[config.mk]
export PLATFORM = sky130hd
export DESIGN_NAME = ysyx_24100006_wb_stage
export DESIGN_NICKNAME = d
export VERILOG_FILES = /design/src/rtl/ysyx_24100006_wb_pkg.sv /design/src/rtl/ysyx_24100006_wb_datasel.sv /design/src/rtl/ysyx_24100006_wb_stage.sv
export SDC_FILE = /design/constraint.sdc
export NUM_CORES = 1
export LEC_CHECK = 0
export ABC_AREA = 0
export CELL_PAD_IN_SITES_DETAIL_PLACEMENT = 0
export CELL_PAD_IN_SITES_GLOBAL_PLACEMENT = 1
export CORE_MARGIN = 4
export CORE_UTILIZATION = 37
export DETAILED_ROUTE_END_ITERATION = 8
export PLACE_DENSITY_LB_ADDON = 0.1
export SYNTH_ARGS = -nofsm -noshare
export SYNTH_HDL_FRONTEND = slang
export SYNTH_SLANG_ARGS = --single-unit
export TNS_END_PERCENT = 50
[constraint.sdc]
create_clock -name clk -period 13.4 [get_ports clk]
set_input_delay 4.02 -clock clk [delete_from_list [all_inputs] [get_ports clk]]
set_output_delay 4.02 -clock clk [all_outputs]
set_load 0.02 [all_outputs]
[src/rtl/ysyx_24100006_wb_pkg.sv]
// Shared types and select codes for the write-back stage.
package ysyx_24100006_wb_pkg;

    localparam logic [2:0] GPR_SEL_IMM = 3'd0;
    localparam logic [2:0] GPR_SEL_ALU = 3'd1;
    localparam logic [2:0] GPR_SEL_PC4 = 3'd2;
    localparam logic [2:0] GPR_SEL_MEM = 3'd3;
    localparam logic [2:0] GPR_SEL_CSR = 3'd4;

    localparam logic [1:0] CSR_SEL_PC  = 2'd0;
    localparam logic [1:0] CSR_SEL_RS1 = 2'd1;
    localparam logic [1:0] CSR_SEL_SET = 2'd2;
    localparam logic [1:0] CSR_SEL_CLR = 2'd3;

    typedef enum logic {
        WB_EMPTY = 1'b0,
        WB_FULL  = 1'b1
    } wb_state_e;

    // Width-independent control fields of the held instruction; the
    // XLEN-wide operands live beside it in the top so widths stay parametric.
    typedef struct packed {
        logic       gpr_we;
        logic       csr_we;
        logic [2:0] gpr_sel;
        logic [1:0] csr_sel;
        logic       irq;
        logic [7:0] irq_no;
    } wb_entry_t;

endpackage

[src/rtl/ysyx_24100006_wb_datasel.sv]
// Combinational GPR/CSR write-data selection for the held instruction.
module ysyx_24100006_wb_datasel
    import ysyx_24100006_wb_pkg::*;
#(
    parameter int XLEN = 32
) (
    input  logic [2:0]      gpr_sel,
    input  logic [1:0]      csr_sel,
    input  logic [XLEN-1:0] pc,
    input  logic [XLEN-1:0] imm,
    input  logic [XLEN-1:0] alu,
    input  logic [XLEN-1:0] mem,
    input  logic [XLEN-1:0] csr_rdata,
    input  logic [XLEN-1:0] rs1,
    output logic [XLEN-1:0] gpr_wdata,
    output logic [XLEN-1:0] csr_wdata
);

    // Unused select codes 5..7 yield zero; pc+4 wraps at 2^XLEN.
    always_comb begin
        gpr_wdata = '0;
        case (gpr_sel)
            GPR_SEL_IMM: gpr_wdata = imm;
            GPR_SEL_ALU: gpr_wdata = alu;
            GPR_SEL_PC4: gpr_wdata = pc + XLEN'(4);
            GPR_SEL_MEM: gpr_wdata = mem;
            GPR_SEL_CSR: gpr_wdata = csr_rdata;
            default:     gpr_wdata = '0;
        endcase
    end

    always_comb begin
        csr_wdata = '0;
        case (csr_sel)
            CSR_SEL_PC:  csr_wdata = pc;
            CSR_SEL_RS1: csr_wdata = rs1;
            CSR_SEL_SET: csr_wdata = csr_rdata | rs1;
            CSR_SEL_CLR: csr_wdata = csr_rdata & ~rs1;
            default:     csr_wdata = '0;
        endcase
    end

endmodule

[src/rtl/ysyx_24100006_wb_stage.sv]
// Registered write-back stage: one-entry holding register, commit to GPR/CSR
// files one cycle after capture, downstream stall and retire counter.
module ysyx_24100006_wb_stage
    import ysyx_24100006_wb_pkg::*;
#(
    parameter int XLEN   = 32,
    parameter int RF_AW  = 4,
    parameter int CSR_AW = 12,
    parameter int CNT_W  = 64
) (
    input  logic              clk,
    input  logic              reset,
    input  logic              in_valid,
    output logic              in_ready,
    input  logic [XLEN-1:0]   in_pc,
    input  logic [XLEN-1:0]   in_imm,
    input  logic [XLEN-1:0]   in_alu,
    input  logic [XLEN-1:0]   in_mem,
    input  logic [XLEN-1:0]   in_csr_rdata,
    input  logic [XLEN-1:0]   in_rs1,
    input  logic [RF_AW-1:0]  in_rd,
    input  logic [CSR_AW-1:0] in_csr_addr,
    input  logic              in_gpr_we,
    input  logic              in_csr_we,
    input  logic [2:0]        in_gpr_sel,
    input  logic [1:0]        in_csr_sel,
    input  logic              in_irq,
    input  logic [7:0]        in_irq_no,
    input  logic              wb_stall,
    output logic              gpr_we,
    output logic [RF_AW-1:0]  gpr_waddr,
    output logic [XLEN-1:0]   gpr_wdata,
    output logic              csr_we,
    output logic [CSR_AW-1:0] csr_waddr,
    output logic [XLEN-1:0]   csr_wdata,
    output logic              irq_out,
    output logic [7:0]        irq_no_out,
    output logic              retire,
    output logic [XLEN-1:0]   retire_pc,
    output logic              hz_valid,
    output logic [RF_AW-1:0]  hz_rd,
    output logic [CNT_W-1:0]  instret
);

    // Handshake: an instruction transfers on a rising edge where
    // in_valid & in_ready; in_ready never looks at in_valid.
    wb_state_e         state;
    wb_entry_t         ent;
    logic [XLEN-1:0]   pc_q;
    logic [XLEN-1:0]   imm_q;
    logic [XLEN-1:0]   alu_q;
    logic [XLEN-1:0]   mem_q;
    logic [XLEN-1:0]   crd_q;
    logic [XLEN-1:0]   rs1_q;
    logic [RF_AW-1:0]  rd_q;
    logic [CSR_AW-1:0] csr_addr_q;

    logic              full;
    logic              commit;
    logic              capture;
    logic              rd_nz;
    logic [XLEN-1:0]   sel_gpr_data;
    logic [XLEN-1:0]   sel_csr_data;

    assign full     = (state == WB_FULL);
    assign commit   = full & ~wb_stall;
    assign in_ready = ~full | commit;
    assign capture  = in_valid & in_ready;
    assign rd_nz    = (rd_q != '0);

    always_ff @(posedge clk or posedge reset) begin
        if (reset) begin
            state      <= WB_EMPTY;
            ent        <= '0;
            pc_q       <= '0;
            imm_q      <= '0;
            alu_q      <= '0;
            mem_q      <= '0;
            crd_q      <= '0;
            rs1_q      <= '0;
            rd_q       <= '0;
            csr_addr_q <= '0;
            instret    <= '0;
        end else begin
            if (capture) begin
                state          <= WB_FULL;
                ent.gpr_we     <= in_gpr_we;
                ent.csr_we     <= in_csr_we;
                ent.gpr_sel    <= in_gpr_sel;
                ent.csr_sel    <= in_csr_sel;
                ent.irq        <= in_irq;
                ent.irq_no     <= in_irq_no;
                pc_q           <= in_pc;
                imm_q          <= in_imm;
                alu_q          <= in_alu;
                mem_q          <= in_mem;
                crd_q          <= in_csr_rdata;
                rs1_q          <= in_rs1;
                rd_q           <= in_rd;
                csr_addr_q     <= in_csr_addr;
            end else if (commit) begin
                state <= WB_EMPTY;
            end
            if (commit) begin
                instret <= instret + CNT_W'(1);
            end
        end
    end

    ysyx_24100006_wb_datasel #(
        .XLEN (XLEN)
    ) u_datasel (
        .gpr_sel   (ent.gpr_sel),
        .csr_sel   (ent.csr_sel),
        .pc        (pc_q),
        .imm       (imm_q),
        .alu       (alu_q),
        .mem       (mem_q),
        .csr_rdata (crd_q),
        .rs1       (rs1_q),
        .gpr_wdata (sel_gpr_data),
        .csr_wdata (sel_csr_data)
    );

    // Writes to x0 are dropped but the instruction still retires.
    assign gpr_we     = commit & ent.gpr_we & rd_nz;
    assign csr_we     = commit & ent.csr_we;
    assign irq_out    = commit & ent.irq;
    assign retire     = commit;
    assign hz_valid   = full & ent.gpr_we & rd_nz;

    assign gpr_waddr  = full ? rd_q         : '0;
    assign gpr_wdata  = full ? sel_gpr_data : '0;
    assign csr_waddr  = full ? csr_addr_q   : '0;
    assign csr_wdata  = full ? sel_csr_data : '0;
    assign irq_no_out = full ? ent.irq_no   : '0;
    assign retire_pc  = full ? pc_q         : '0;
    assign hz_rd      = full ? rd_q         : '0;

endmodule

==> results.sh <==
export IMPL_routedWlPerCell_um=23.2
export IMPL_dp_hpwl_mm=36.6
export IMPL_vdd_drop_max_mv=0.0829
export IMPL_yosys_warnings=0
export IMPL_ys_ff_latch=289
export IMPL_intPower_uw=1920
export IMPL_path_common_cell="clkdlybuf4s50_1"
export IMPL_yosysTopAreaCell="dfrtp_1"
export IMPL_synth_xor_xnor_area_share_pct=5.40
export IMPL_cpLargestDelayFamily="buffers and inverters"
export IMPL_start_util_pct=37.8
export IMPL_final_nets=1908
export IMPL_synthMuxAreaShare_pct=21.2
export IMPL_grt_usage_pct=23.2
export IMPL_dp_slack_ps=3300
export IMPL_drtIter0Drc=575
export IMPL_syn_cell_area_um2=14700
export IMPL_seqPwrFrac_pct=39.7
export IMPL_worst_pin_slew_ps=1090
export IMPL_clk_latency_ps=530
export IMPL_cts_setup_buffers=0
export IMPL_grt_ovfl_total=0
export IMPL_rows=72
export IMPL_relSlewSlack_pct=27.2
export IMPL_r2r_start="full$_DFFE_PP0P_"
export IMPL_synthToLayoutAreaGrowth_pct=38.9
export IMPL_io_pins=422
export IMPL_grt_pass1_vias=12100
export IMPL_yosys_area_share_simple_pct=15.1
export IMPL_fmax_mhz=99.2
export IMPL_drive_gt1_share_pct=19.6
export IMPL_p_per_area_nw_per_um2=135
export IMPL_synth_top_family_by_area="multiplexers"
export IMPL_drcViolationCount=0
export IMPL_rsz0062_at_grt="no"
export IMPL_netSwitchingFraction_pct=30.9
export IMPL_cp_required_ps=9380
export IMPL_htreeDepth=2
export IMPL_synthAdderAreaFrac_pct=0.170
export IMPL_crit_cells=4
export IMPL_post_cts_resized=0
export IMPL_maxCapViolCount=0
export IMPL_die_w_um=208
export IMPL_antenna_found_initial=5
export IMPL_slowest_delay_ps=630
export IMPL_fin_setup_tns_ps=0
export IMPL_cts_buffer_depth=3
export IMPL_post_dp_cell_area_um2=19400
export IMPL_synth_nets=1530
export IMPL_synth_area_per_cell_um2=11.3
export IMPL_portBuffers=421
export IMPL_power_leakage_uw=0.00826
export IMPL_fillCellCount=3519
export IMPL_hp_start="instret[63]$_DFFE_PP0P_"
export IMPL_syn_inst=1300
export IMPL_cts_tree="built"
export IMPL_power_switching_uw=856
export IMPL_synth_area_leaders="dfrtp_1 49%, mux2_2 18%, and2_1 3.9%"
export IMPL_yosys_area_top_type_share_pct=49.0
export IMPL_numCtsBuffers=37
export IMPL_whs_endpoint="instret[63]$_DFFE_PP0P_"
export IMPL_grt_first_pass_wirelength_mm=77.5
export IMPL_die_area_um2=43100
export IMPL_path_cells="clkdlybuf4s50_1 -> nor2b_1 -> and2_1 -> clkdlybuf4s50_1"
export IMPL_regArea_um2=7240
export IMPL_crit_slowest_cell="nor2b_1"
export IMPL_r2r_slack_ps=9810
export IMPL_status="finished, final reports clean"
export IMPL_drt_total_wl_mm=51.7
export IMPL_min_period_ps=10080
export IMPL_endpoint_kind="primary output"
export IMPL_grt_max_degree=163
export IMPL_synth_cell_type_count=48
export IMPL_finalMaxSlewViolations=0
export IMPL_multi_input_area_um2=7130
export IMPL_timing_final_ws_setup_ps=3320
export IMPL_cts_hold_buf=0
export IMPL_hold_class="flop to flop"
export IMPL_cts_num_sinks=289
export IMPL_fin_area_um2=20500
export IMPL_clk_pin_slew_ps=50
export IMPL_timing_rr_end="rs1_q[16]$_DFFE_PP0P_"
export IMPL_ant_nets=0
export IMPL_crit_type="input port to primary output"
export IMPL_chipHeight_um=208
export IMPL_synth_compound_area_share_pct=6.27
export IMPL_cp_start_kind="input port"
export IMPL_cp_max_fo=11
export IMPL_vias=11600
export IMPL_pwr_share_clk_pct=33.7
export IMPL_vias_per_cell=5.22
export IMPL_arrival_ps=6060
export IMPL_finalClockSkew_ps=11.0
export IMPL_core_um2=39000
export IMPL_rr_worst_depth=5
export IMPL_synth_seq_area_share_pct=49.0
export IMPL_gp_congestion=0.841
export IMPL_cp_num_buf_inv=2
export IMPL_hold_depth=1
export IMPL_p_comb_share_pct=26.6
export IMPL_setup_viol=0
export IMPL_final_hold_violation_count=0
export IMPL_period_share_pct=75.2
export IMPL_cts_root_buffer="clkbuf_16"
export IMPL_drtPass1Iterations=5
## sequential cells by signal (all words and copies together), names as in the netlist
name and flops:
full 1, rd_q 4, imm_q 32, mem_q 32, csr_addr_q 12, crd_q 32
rs1_q 32, ent 16, instret 64, alu_q 32, pc_q 32
## cell usage in the layout, fill, tap and decap left out, types with 3 or more instances in the layout
cell | netlist | layout
o22a_1 | 4 | 4
nand2_1 | 120 | 120
clkbuf_1 | 69 | 16
mux2i_1 | 41 | 41
mux2_2 | 241 | 241
or2_2 | 3 | 3
and2_1 | 93 | 93
nor4_4 | 3 | 3
clkbuf_16 | 0 | 37
nor3_1 | 22 | 21
a22oi_1 | 34 | 34
and4_1 | 4 | 4
xnor2_1 | 39 | 39
inv_1 | 13 | 12
o21ai_0 | 31 | 31
nor4_2 | 3 | 3
clkbuf_8 | 0 | 8
nor3_2 | 3 | 4
nor4_1 | 6 | 6
nor2_1 | 34 | 33
clkdlybuf4s50_1 | 0 | 421
a32oi_1 | 4 | 4
nand3_1 | 46 | 46
nand4_1 | 30 | 30
xor2_1 | 52 | 52
o221ai_1 | 32 | 32
dfrtp_1 | 289 | 285
diode_2 | 0 | 3
buf_4 | 4 | 5
and3_1 | 9 | 9
a21oi_1 | 16 | 16
o22ai_1 | 12 | 12
## worst reg2reg max path, delay by kind of cell (launching register included)
family / cells / cell delay (ps)
buffers and inverters: 2 / 1300
AND/OR/NAND/NOR: 2 / 1010
flip-flops: 1 / 630
multiplexers: 1 / 540
## area by class of cell
type,count,share of cell area (%)
Tap cell,518,3.16
Clock buffer,61,5.35
Antenna cell,3,0.0366
Multi-Input combinational cell,909,34.8
Sequential cell,289,35.3
Timing Repair Buffer,428,20.9
Inverter,13,0.275
Clock inverter,3,0.104
## cell families after synthesis
logic type,Yosys count
AND/OR/NAND/NOR,400
flip-flops,289
multiplexers,282
buffers and inverters,102
adder cells (fa/ha/maj),2
XOR/XNOR,91
AO/OA/AOI/OAI,134
## cells in the mapped netlist (all sizes together)
cell type    n
dfrtp      289
mux2       241
nand2      120
and2        94
clkbuf      70
xor2        52
nand3       49
mux2i       41
xnor2       39
nor2        36
a22oi       34
nand4       34
o221ai      32
o21ai       31
nor3        26
buf         19
a21oi       16
inv         13
nor4        12
o22ai       12
and3        11
and4         6
a32oi        4
nor2b        4
o22a         4
or2          3
ha           2
nand4b       2
a221oi       1
nand2b       1
nor3b        1
nor4b        1
## power groups by stage
stage	combinational (uW)	clock (uW)	sequential (uW)
finish	737	936	1100
global route	789	1000	1120
CTS	746	963	1100
detailed placement	742	0	1120
floorplan	434	0	1070
global placement	737	0	1110
## metal layers
layer | vias up | share of wire, % | track usage (%)
met5 | - | 0.062 | 0
met4 | 4 | 2.3 | 6.18
li1 | 5390 | - | -
met3 | 66 | 7.2 | 6.50
met1 | 5770 | 42 | 30.0
met2 | 386 | 48 | 38.4
## how the worst max path moves through the flow
stage	startpoint	slack [ps]	end
2_1_floorplan	reset	1400	alu_q[0]$_DFFE_PP0P_
3_3_place_gp	wb_stall	3350	irq_out
3_5_place_dp	wb_stall	3300	csr_we
4_1_cts	wb_stall	3300	csr_we
5_1_grt	wb_stall	3190	irq_out
6_report	wb_stall	3320	csr_we
## per-stage QoR
step | hold WS [ps] | std cells | util, % | power (uW)
global route | 509 | 2223 | 52.5 | 2910
global placement | 457 | 2157 | 49.6 | 1850
CTS | 498 | 2221 | 52.5 | 2810
detailed placement | 481 | 2157 | 49.6 | 1860
finish | 493 | 2224 | 52.5 | 2770
floorplan | 472 | 1300 | - | 1500
Note: power is estimated with default switching activity, not from simulation.
